--- config.mk ---
export PLATFORM = sky130hd
export DESIGN_NAME = array_div
export DESIGN_NICKNAME = d
export VERILOG_FILES = /design/src/rtl/array_div.sv
export SDC_FILE = /design/constraint.sdc
export NUM_CORES = 2
export LEC_CHECK = 0
export CORE_MARGIN = 2
export CORE_UTILIZATION = 68
export DETAILED_ROUTE_END_ITERATION = 8
export DONT_BUFFER_PORTS = 1
export GPL_TIMING_DRIVEN = 1
export HOLD_SLACK_MARGIN = 0.03
export PLACE_DENSITY_LB_ADDON = 0.3
export SKIP_CTS_REPAIR_TIMING = 1
export SYNTH_ARGS = -nofsm -noshare
export SYNTH_HDL_FRONTEND = slang
export SYNTH_SLANG_ARGS = --single-unit
export TNS_END_PERCENT = 100
--- constraint.sdc ---
create_clock -name clk -period 25.6 [get_ports clk]
set_input_delay 3.84 -clock clk [delete_from_list [all_inputs] [get_ports clk]]
set_output_delay 3.84 -clock clk [all_outputs]
set_load 0.1 [all_outputs]
--- src/rtl/array_div.sv ---
// array_div: N-lane signed Q23.22 fixed-point divider, all lanes in lock-step.
// Radix-2 restoring division, one quotient bit per cycle, fixed 70-cycle latency.
// Quotients are rounded half away from zero and saturated to the W-bit range.
// Optional build macro ARRAY_DIV_STATUS_EN adds per-lane dbz/ovf status ports.
//
// Handshake: start is sampled only while idle (busy=0). The edge that samples
// start=1 captures dataa/datab and raises busy. busy stays high until the edge
// that raises done; done is a one-cycle pulse and result is valid from that cycle
// on, held until the next operation completes. start while busy is ignored.
module array_div #(
   parameter int N = 3,
   parameter int W = 45,
   parameter int F = 22
) (
   input  logic                  clk,
   input  logic                  reset,
   input  logic                  start,
   input  logic [N-1:0][W-1:0]   dataa,
   input  logic [N-1:0][W-1:0]   datab,
   output logic                  busy,
   output logic                  done,
   output logic [N-1:0][W-1:0]   result
`ifdef ARRAY_DIV_STATUS_EN
   ,
   output logic [N-1:0]          dbz,
   output logic [N-1:0]          ovf
`endif
);

   // Dividend is |a| scaled by 2^(F+1): one extra fraction bit for rounding.
   localparam int QW = W + F + 1;
   localparam logic [6:0]    CNT_LAST = 7'(QW - 1);
   localparam logic [W-1:0]  RES_MAX  = {1'b0, {(W-1){1'b1}}};
   localparam logic [W-1:0]  RES_MIN  = {1'b1, {(W-1){1'b0}}};
   localparam logic [QW-1:0] MAG_MAXP = {{(QW-W+1){1'b0}}, {(W-1){1'b1}}};
   localparam logic [QW-1:0] MAG_MAXN = {{(QW-W){1'b0}}, 1'b1, {(W-1){1'b0}}};

   // PREP turns the captured raw operands into sign/magnitude form, keeping the
   // negation off the input path; ITER runs QW steps; FIN rounds and saturates.
   typedef enum logic [1:0] {S_IDLE, S_PREP, S_ITER, S_FIN} state_e;

   state_e                 state_q, state_d;
   logic [6:0]             cnt_q, cnt_d;
   logic [N-1:0][W-1:0]    a_raw_q, a_raw_d;
   logic [N-1:0][W-1:0]    b_raw_q, b_raw_d;
   logic [N-1:0]           neg_q, neg_d;
   logic [N-1:0]           azero_q, azero_d;
   logic [N-1:0]           bzero_q, bzero_d;
   logic [N-1:0][W-1:0]    babs_q, babs_d;
   logic [N-1:0][QW-1:0]   quo_q, quo_d;
   logic [N-1:0][W-1:0]    rem_q, rem_d;
   logic [N-1:0][W-1:0]    result_q, result_d;
   logic                   done_q, done_d;
`ifdef ARRAY_DIV_STATUS_EN
   logic [N-1:0]           dbz_q, dbz_d;
   logic [N-1:0]           ovf_q, ovf_d;
`endif

   logic [N-1:0][W-1:0]    a_abs;
   logic [N-1:0][W-1:0]    b_abs;
   logic [N-1:0][W:0]      rem_sh;
   logic [N-1:0][QW-1:0]   mag;

   // Control sequencing: idle -> prep -> QW iterations -> finish -> idle.
   always_comb begin
      state_d = state_q;
      cnt_d   = cnt_q;
      case (state_q)
         S_IDLE: if (start) state_d = S_PREP;
         S_PREP: begin
            state_d = S_ITER;
            cnt_d   = CNT_LAST;
         end
         S_ITER: begin
            if (cnt_q == 7'd0) state_d = S_FIN;
            else               cnt_d   = cnt_q - 7'd1;
         end
         S_FIN:   state_d = S_IDLE;
         default: state_d = S_IDLE;
      endcase
   end

   // Per-lane datapath: capture, sign/magnitude prep, restoring step, round/saturate.
   always_comb begin
      a_raw_d  = a_raw_q;
      b_raw_d  = b_raw_q;
      neg_d    = neg_q;
      azero_d  = azero_q;
      bzero_d  = bzero_q;
      babs_d   = babs_q;
      quo_d    = quo_q;
      rem_d    = rem_q;
      result_d = result_q;
      done_d   = 1'b0;
`ifdef ARRAY_DIV_STATUS_EN
      dbz_d    = dbz_q;
      ovf_d    = ovf_q;
`endif
      a_abs    = '0;
      b_abs    = '0;
      rem_sh   = '0;
      mag      = '0;

      for (int k = 0; k < N; k++) begin
         a_abs[k]  = a_raw_q[k][W-1] ? -a_raw_q[k] : a_raw_q[k];
         b_abs[k]  = b_raw_q[k][W-1] ? -b_raw_q[k] : b_raw_q[k];
         rem_sh[k] = {rem_q[k], quo_q[k][QW-1]};
         // Round half away from zero on the magnitude: (Q2 + 1) >> 1.
         mag[k]    = {1'b0, quo_q[k][QW-1:1]} + QW'(quo_q[k][0]);
      end

      case (state_q)
         S_IDLE: begin
            if (start) begin
               a_raw_d = dataa;
               b_raw_d = datab;
            end
         end
         S_PREP: begin
            for (int k = 0; k < N; k++) begin
               neg_d[k]   = a_raw_q[k][W-1] ^ b_raw_q[k][W-1];
               azero_d[k] = (a_raw_q[k] == '0);
               bzero_d[k] = (b_raw_q[k] == '0);
               babs_d[k]  = b_abs[k];
               quo_d[k]   = {a_abs[k], {(F+1){1'b0}}};
               rem_d[k]   = '0;
            end
         end
         S_ITER: begin
            // Dividend bits leave quo at the top while quotient bits enter at the bottom.
            for (int k = 0; k < N; k++) begin
               if (rem_sh[k] >= {1'b0, babs_q[k]}) begin
                  rem_d[k] = W'(rem_sh[k] - {1'b0, babs_q[k]});
                  quo_d[k] = {quo_q[k][QW-2:0], 1'b1};
               end else begin
                  rem_d[k] = rem_sh[k][W-1:0];
                  quo_d[k] = {quo_q[k][QW-2:0], 1'b0};
               end
            end
         end
         S_FIN: begin
            done_d = 1'b1;
            for (int k = 0; k < N; k++) begin
`ifdef ARRAY_DIV_STATUS_EN
               dbz_d[k] = bzero_q[k];
               ovf_d[k] = 1'b0;
`endif
               if (bzero_q[k]) begin
                  // Divide by zero saturates toward the dividend's sign.
                  if (azero_q[k])    result_d[k] = '0;
                  else if (neg_q[k]) result_d[k] = RES_MIN;
                  else               result_d[k] = RES_MAX;
               end else if (neg_q[k]) begin
                  if (mag[k] > MAG_MAXN) begin
                     result_d[k] = RES_MIN;
`ifdef ARRAY_DIV_STATUS_EN
                     ovf_d[k] = 1'b1;
`endif
                  end else begin
                     result_d[k] = -mag[k][W-1:0];
                  end
               end else begin
                  if (mag[k] > MAG_MAXP) begin
                     result_d[k] = RES_MAX;
`ifdef ARRAY_DIV_STATUS_EN
                     ovf_d[k] = 1'b1;
`endif
                  end else begin
                     result_d[k] = mag[k][W-1:0];
                  end
               end
            end
         end
         default: ;
      endcase
   end

   // Control and visible outputs; reset aborts any operation in flight.
   always_ff @(posedge clk) begin
      if (reset) begin
         state_q  <= S_IDLE;
         cnt_q    <= '0;
         result_q <= '0;
         done_q   <= 1'b0;
`ifdef ARRAY_DIV_STATUS_EN
         dbz_q    <= '0;
         ovf_q    <= '0;
`endif
      end else begin
         state_q  <= state_d;
         cnt_q    <= cnt_d;
         result_q <= result_d;
         done_q   <= done_d;
`ifdef ARRAY_DIV_STATUS_EN
         dbz_q    <= dbz_d;
         ovf_q    <= ovf_d;
`endif
      end
   end

   // Working registers; always reloaded before use, so they need no reset.
   always_ff @(posedge clk) begin
      a_raw_q <= a_raw_d;
      b_raw_q <= b_raw_d;
      neg_q   <= neg_d;
      azero_q <= azero_d;
      bzero_q <= bzero_d;
      babs_q  <= babs_d;
      quo_q   <= quo_d;
      rem_q   <= rem_d;
   end

   assign busy   = (state_q != S_IDLE);
   assign done   = done_q;
   assign result = result_q;
`ifdef ARRAY_DIV_STATUS_EN
   assign dbz    = dbz_q;
   assign ovf    = ovf_q;
`endif

endmodule
==> qor.csv <==
stage,metric,value,unit
synth,synth-seq-cells,898,
critical_path,criticalPathCategory,reg -> reg,
clocking,cts.sinks,898,
worst_hold_path,hp-class,reg -> reg,
layout,final_common_cell,edfxtp_1,
placed_design,gp_congestion,0.982,
critical_path,path_max_fanout,31,
placed_design,dp.cells,6436,
worst_hold_path,hold_path_end,babs_q[90],
clocking,cts.clk_slew.worst_paths,0.06,ns
critical_path,arrival,6.64,ns
layout,n_fill_cell,5678,
critical_path,worstSetupStartpointType,flip-flop,
floorplanning,die_area,82400,sq um
synth,synth_cell_types,91,
clocking,cts_buffers,94,
floorplanning,initial_core_util,0.689,
clocking,cts_max_path_buffers,3,
clocking,cts_tree,yes,
route,ant_nets,0,
critical_path,endpoint_kind,flip-flop,
route,drt_iter0_markers,4450,
worst_hold_path,worstHoldStart,b_raw_q[90],
critical_path,r2r_setup_slack,19.49,ns
grt,grt_pass1_wl,221000,microns
placed_design,portBuffers,0,
route,viasPerCell,6.56,
route,num_vias,43400,
timing,maxSlewHeadroom,0.199,
clocking,htreeDepth,3,
timing,rsz0062_at_grt,no,
synth,synth_area,54500,sq um
grt,grt-ovfl-total,0,
layout,fin_util,0.737,
timing,slew_viol_final,0,
power,peakVddDrop,0.175,mV
synth,yosysTopAreaCell,edfxtp_1,
layout,mostFrequentLayoutCells,"edfxtp_1 (753), nand2_1 (619), o21ai_0 (374)",
route,totalWireLength,141000,microns
synth,syn_inst,5643,
layout,fin_cells,6615,
grt,grt_pass1_vias,40300,
floorplanning,die_w,287,microns
synth,synth_area_per_cell,9.66,sq um
timing,worst_hold_slack,0.515,ns
floorplanning,num_rows,103,
route,drt_pass1_iterations,6,
power,p_total,8.37,mW
run,cap_viol_max_count,0,
timing,finalCritPeriodShare,0.239,
route,wl_per_cell,21.3,microns
grt,grt_start_max_net_pins,167,
synth,syn-num-nets,6079,
synth,ys_seq_area_frac,0.468,
timing,tightest_slew,1.20,ns
timing,hold_viol,0,
critical_path,worstPathRequired,26.13,ns
clocking,root_buffer,clkbuf_16,
critical_path,reg2reg_to,result[84],
synth,yosysWarnings,0,
timing,fin_crit,6.11,ns
layout,syn2layout_area_growth,6.95,%
power,p_leak,20.3,nW
synth,synth.top_cells.by_area,"edfxtp_1 (41%), xnor2_1 (5.4%), dfxtp_1 (5.3%), xor2_1 (4.3%), nand2_1 (4.3%)",
placed_design,dp_hpwl,102000,microns
critical_path,crit-reg2reg-launch,quo_q[72],
synth,async_flop_share,0,
layout,drive_gt1_frac,0.0522,
timing,timing.fmax,164,MHz
floorplanning,core_area,79100,sq um
synth,synth-edff-count,753,
power,p_per_area,144,nW/um^2
critical_path,reg2regPathDepth,11,
synth,netlist.area_leader.share,0.415,
clocking,clk_latency,0.66,ns
grt,grt_usage,0.334,
floorplanning,ioPinCount,410,
worst_hold_path,worstHoldPathCells,0,
route,drc,0,
layout,nets,5918,
timing,finalSetupTns,0,ns
synth,synth_ff_type,edfxtp_1,
grt,antenna_found_initial,19,
timing,setup_violations,0,
outcome,status,"complete, no violations",
timing,clock_skew,0.0249,ns
floorplanning,die_y,287,microns
==> worst max path at each step <==
stage	startpoint	end	depth (start not counted)
6_report	quo_q[72]	result[84]	11
5_1_grt	quo_q[72]	result[87]	11
4_1_cts	state_q[0]	busy	3
3_5_place_dp	start	b_raw_q[112]	3
3_3_place_gp	start	b_raw_q[112]	3
2_1_floorplan	start	a_raw_q[0]	1
==> cell families (layout without fill, tap and decap cells) <==
group,after synthesis,after routing,synth area share
XOR/XNOR,605,605,0.0972
AND/OR/NAND/NOR,2031,2031,0.189
other,0,5,0
buffers and inverters,548,465,0.0386
flip-flops,898,898,0.468
multiplexers,50,50,0.00941
AO/OA/AOI/OAI,1348,1348,0.160
adder cells (fa/ha/maj),163,163,0.0378
==> cell usage after synthesis (13+ instances only) <==
cell type and count:
xnor2_1 337, buf_1 13, a21oi_1 272, mux2i_1 40, ha_1 160, a21o_1 90, nand2b_1 27, o21bai_1 22
a31oi_1 25, o21ai_0 375, a211o_1 17, o31ai_1 109, nor3b_1 16, or3_1 74, and3_1 64, nor3_1 137
nor2_1 350, inv_1 246, nor4_1 75, o22ai_1 42, o21a_1 33, and2_1 99, o211ai_1 18, xor2_1 268
o31a_1 16, nand3b_1 14, and4_1 33, edfxtp_1 753, nand4_1 139, or4_1 64, clkbuf_1 251, dfxtp_1 145
buf_2 35, a211oi_1 129, nor2b_1 28, nor4b_1 15, o41ai_1 53, or2_2 29, nand3_1 208, a311oi_1 15
nand2_1 620
==> per-layer routing <==
layer  part of all wire  wire (microns)  vias up  global-route usage
met5             0.0010             142        -                   0
met4              0.043            6120       22               0.140
met3              0.086           12100      325              0.0644
met2               0.45           64200     1898               0.530
met1               0.42           58600    20600               0.451
li1                   -               -    20600                   -
==> power by group <==
group / total, mW / leakage [nW] / switching, mW / internal, mW
registers: 3.32 / 8.41 / 0.890 / 2.43
clock network: 1.43 / 1.58 / 0.591 / 0.839
logic: 3.62 / 10.4 / 2.27 / 1.35
total: 8.37 / 20.3 / 3.75 / 4.62
==> worst max-delay path, cell delays in order, from the launching register on <==
cell and delay (ns):
edfxtp_1 0.52, nand4_1 0.50, nor4_2 0.90, nand3_1 0.58
nor3_1 0.38, xnor2_1 0.09, or4_1 0.49, nor3_1 0.76
o211ai_1 0.35, nand2_1 0.14, nand2_1 0.68, a2111oi_0 0.60
==> registers in the layout, indices dropped and copies added, names as in the netlist <==
signal	cells
a_raw_q	135
azero_q	3
b_raw_q	135
babs_q	135
bzero_q	3
cnt_q	7
done	1
neg_q	3
quo_q	204
rem_q	135
result	135
state_q	2
==> cell type report <==
class / count / area (sq um) / area share
inverter: 248 / 933 / 0.0160
clock inverter: 59 / 647 / 0.0111
clock buffer: 115 / 2570 / 0.0441
tap: 1050 / 1310 / 0.0225
multi-input combinational: 4197 / 27000 / 0.463
antenna: 5 / 12.5 / 0.000215
sequential: 898 / 25500 / 0.438
timing repair buffer: 43 / 335 / 0.00575
==> metrics by stage <==
stage	area [sq um]	worst slack [ns]
2_1_floorplan	54500	15.04
3_3_place_gp	55100	19.11
3_5_place_dp	55100	19.04
4_1_cts	58300	19.62
5_1_grt	58300	19.03
6_report	58300	19.49
No activity file was read; power rests on OpenSTA's default activity.
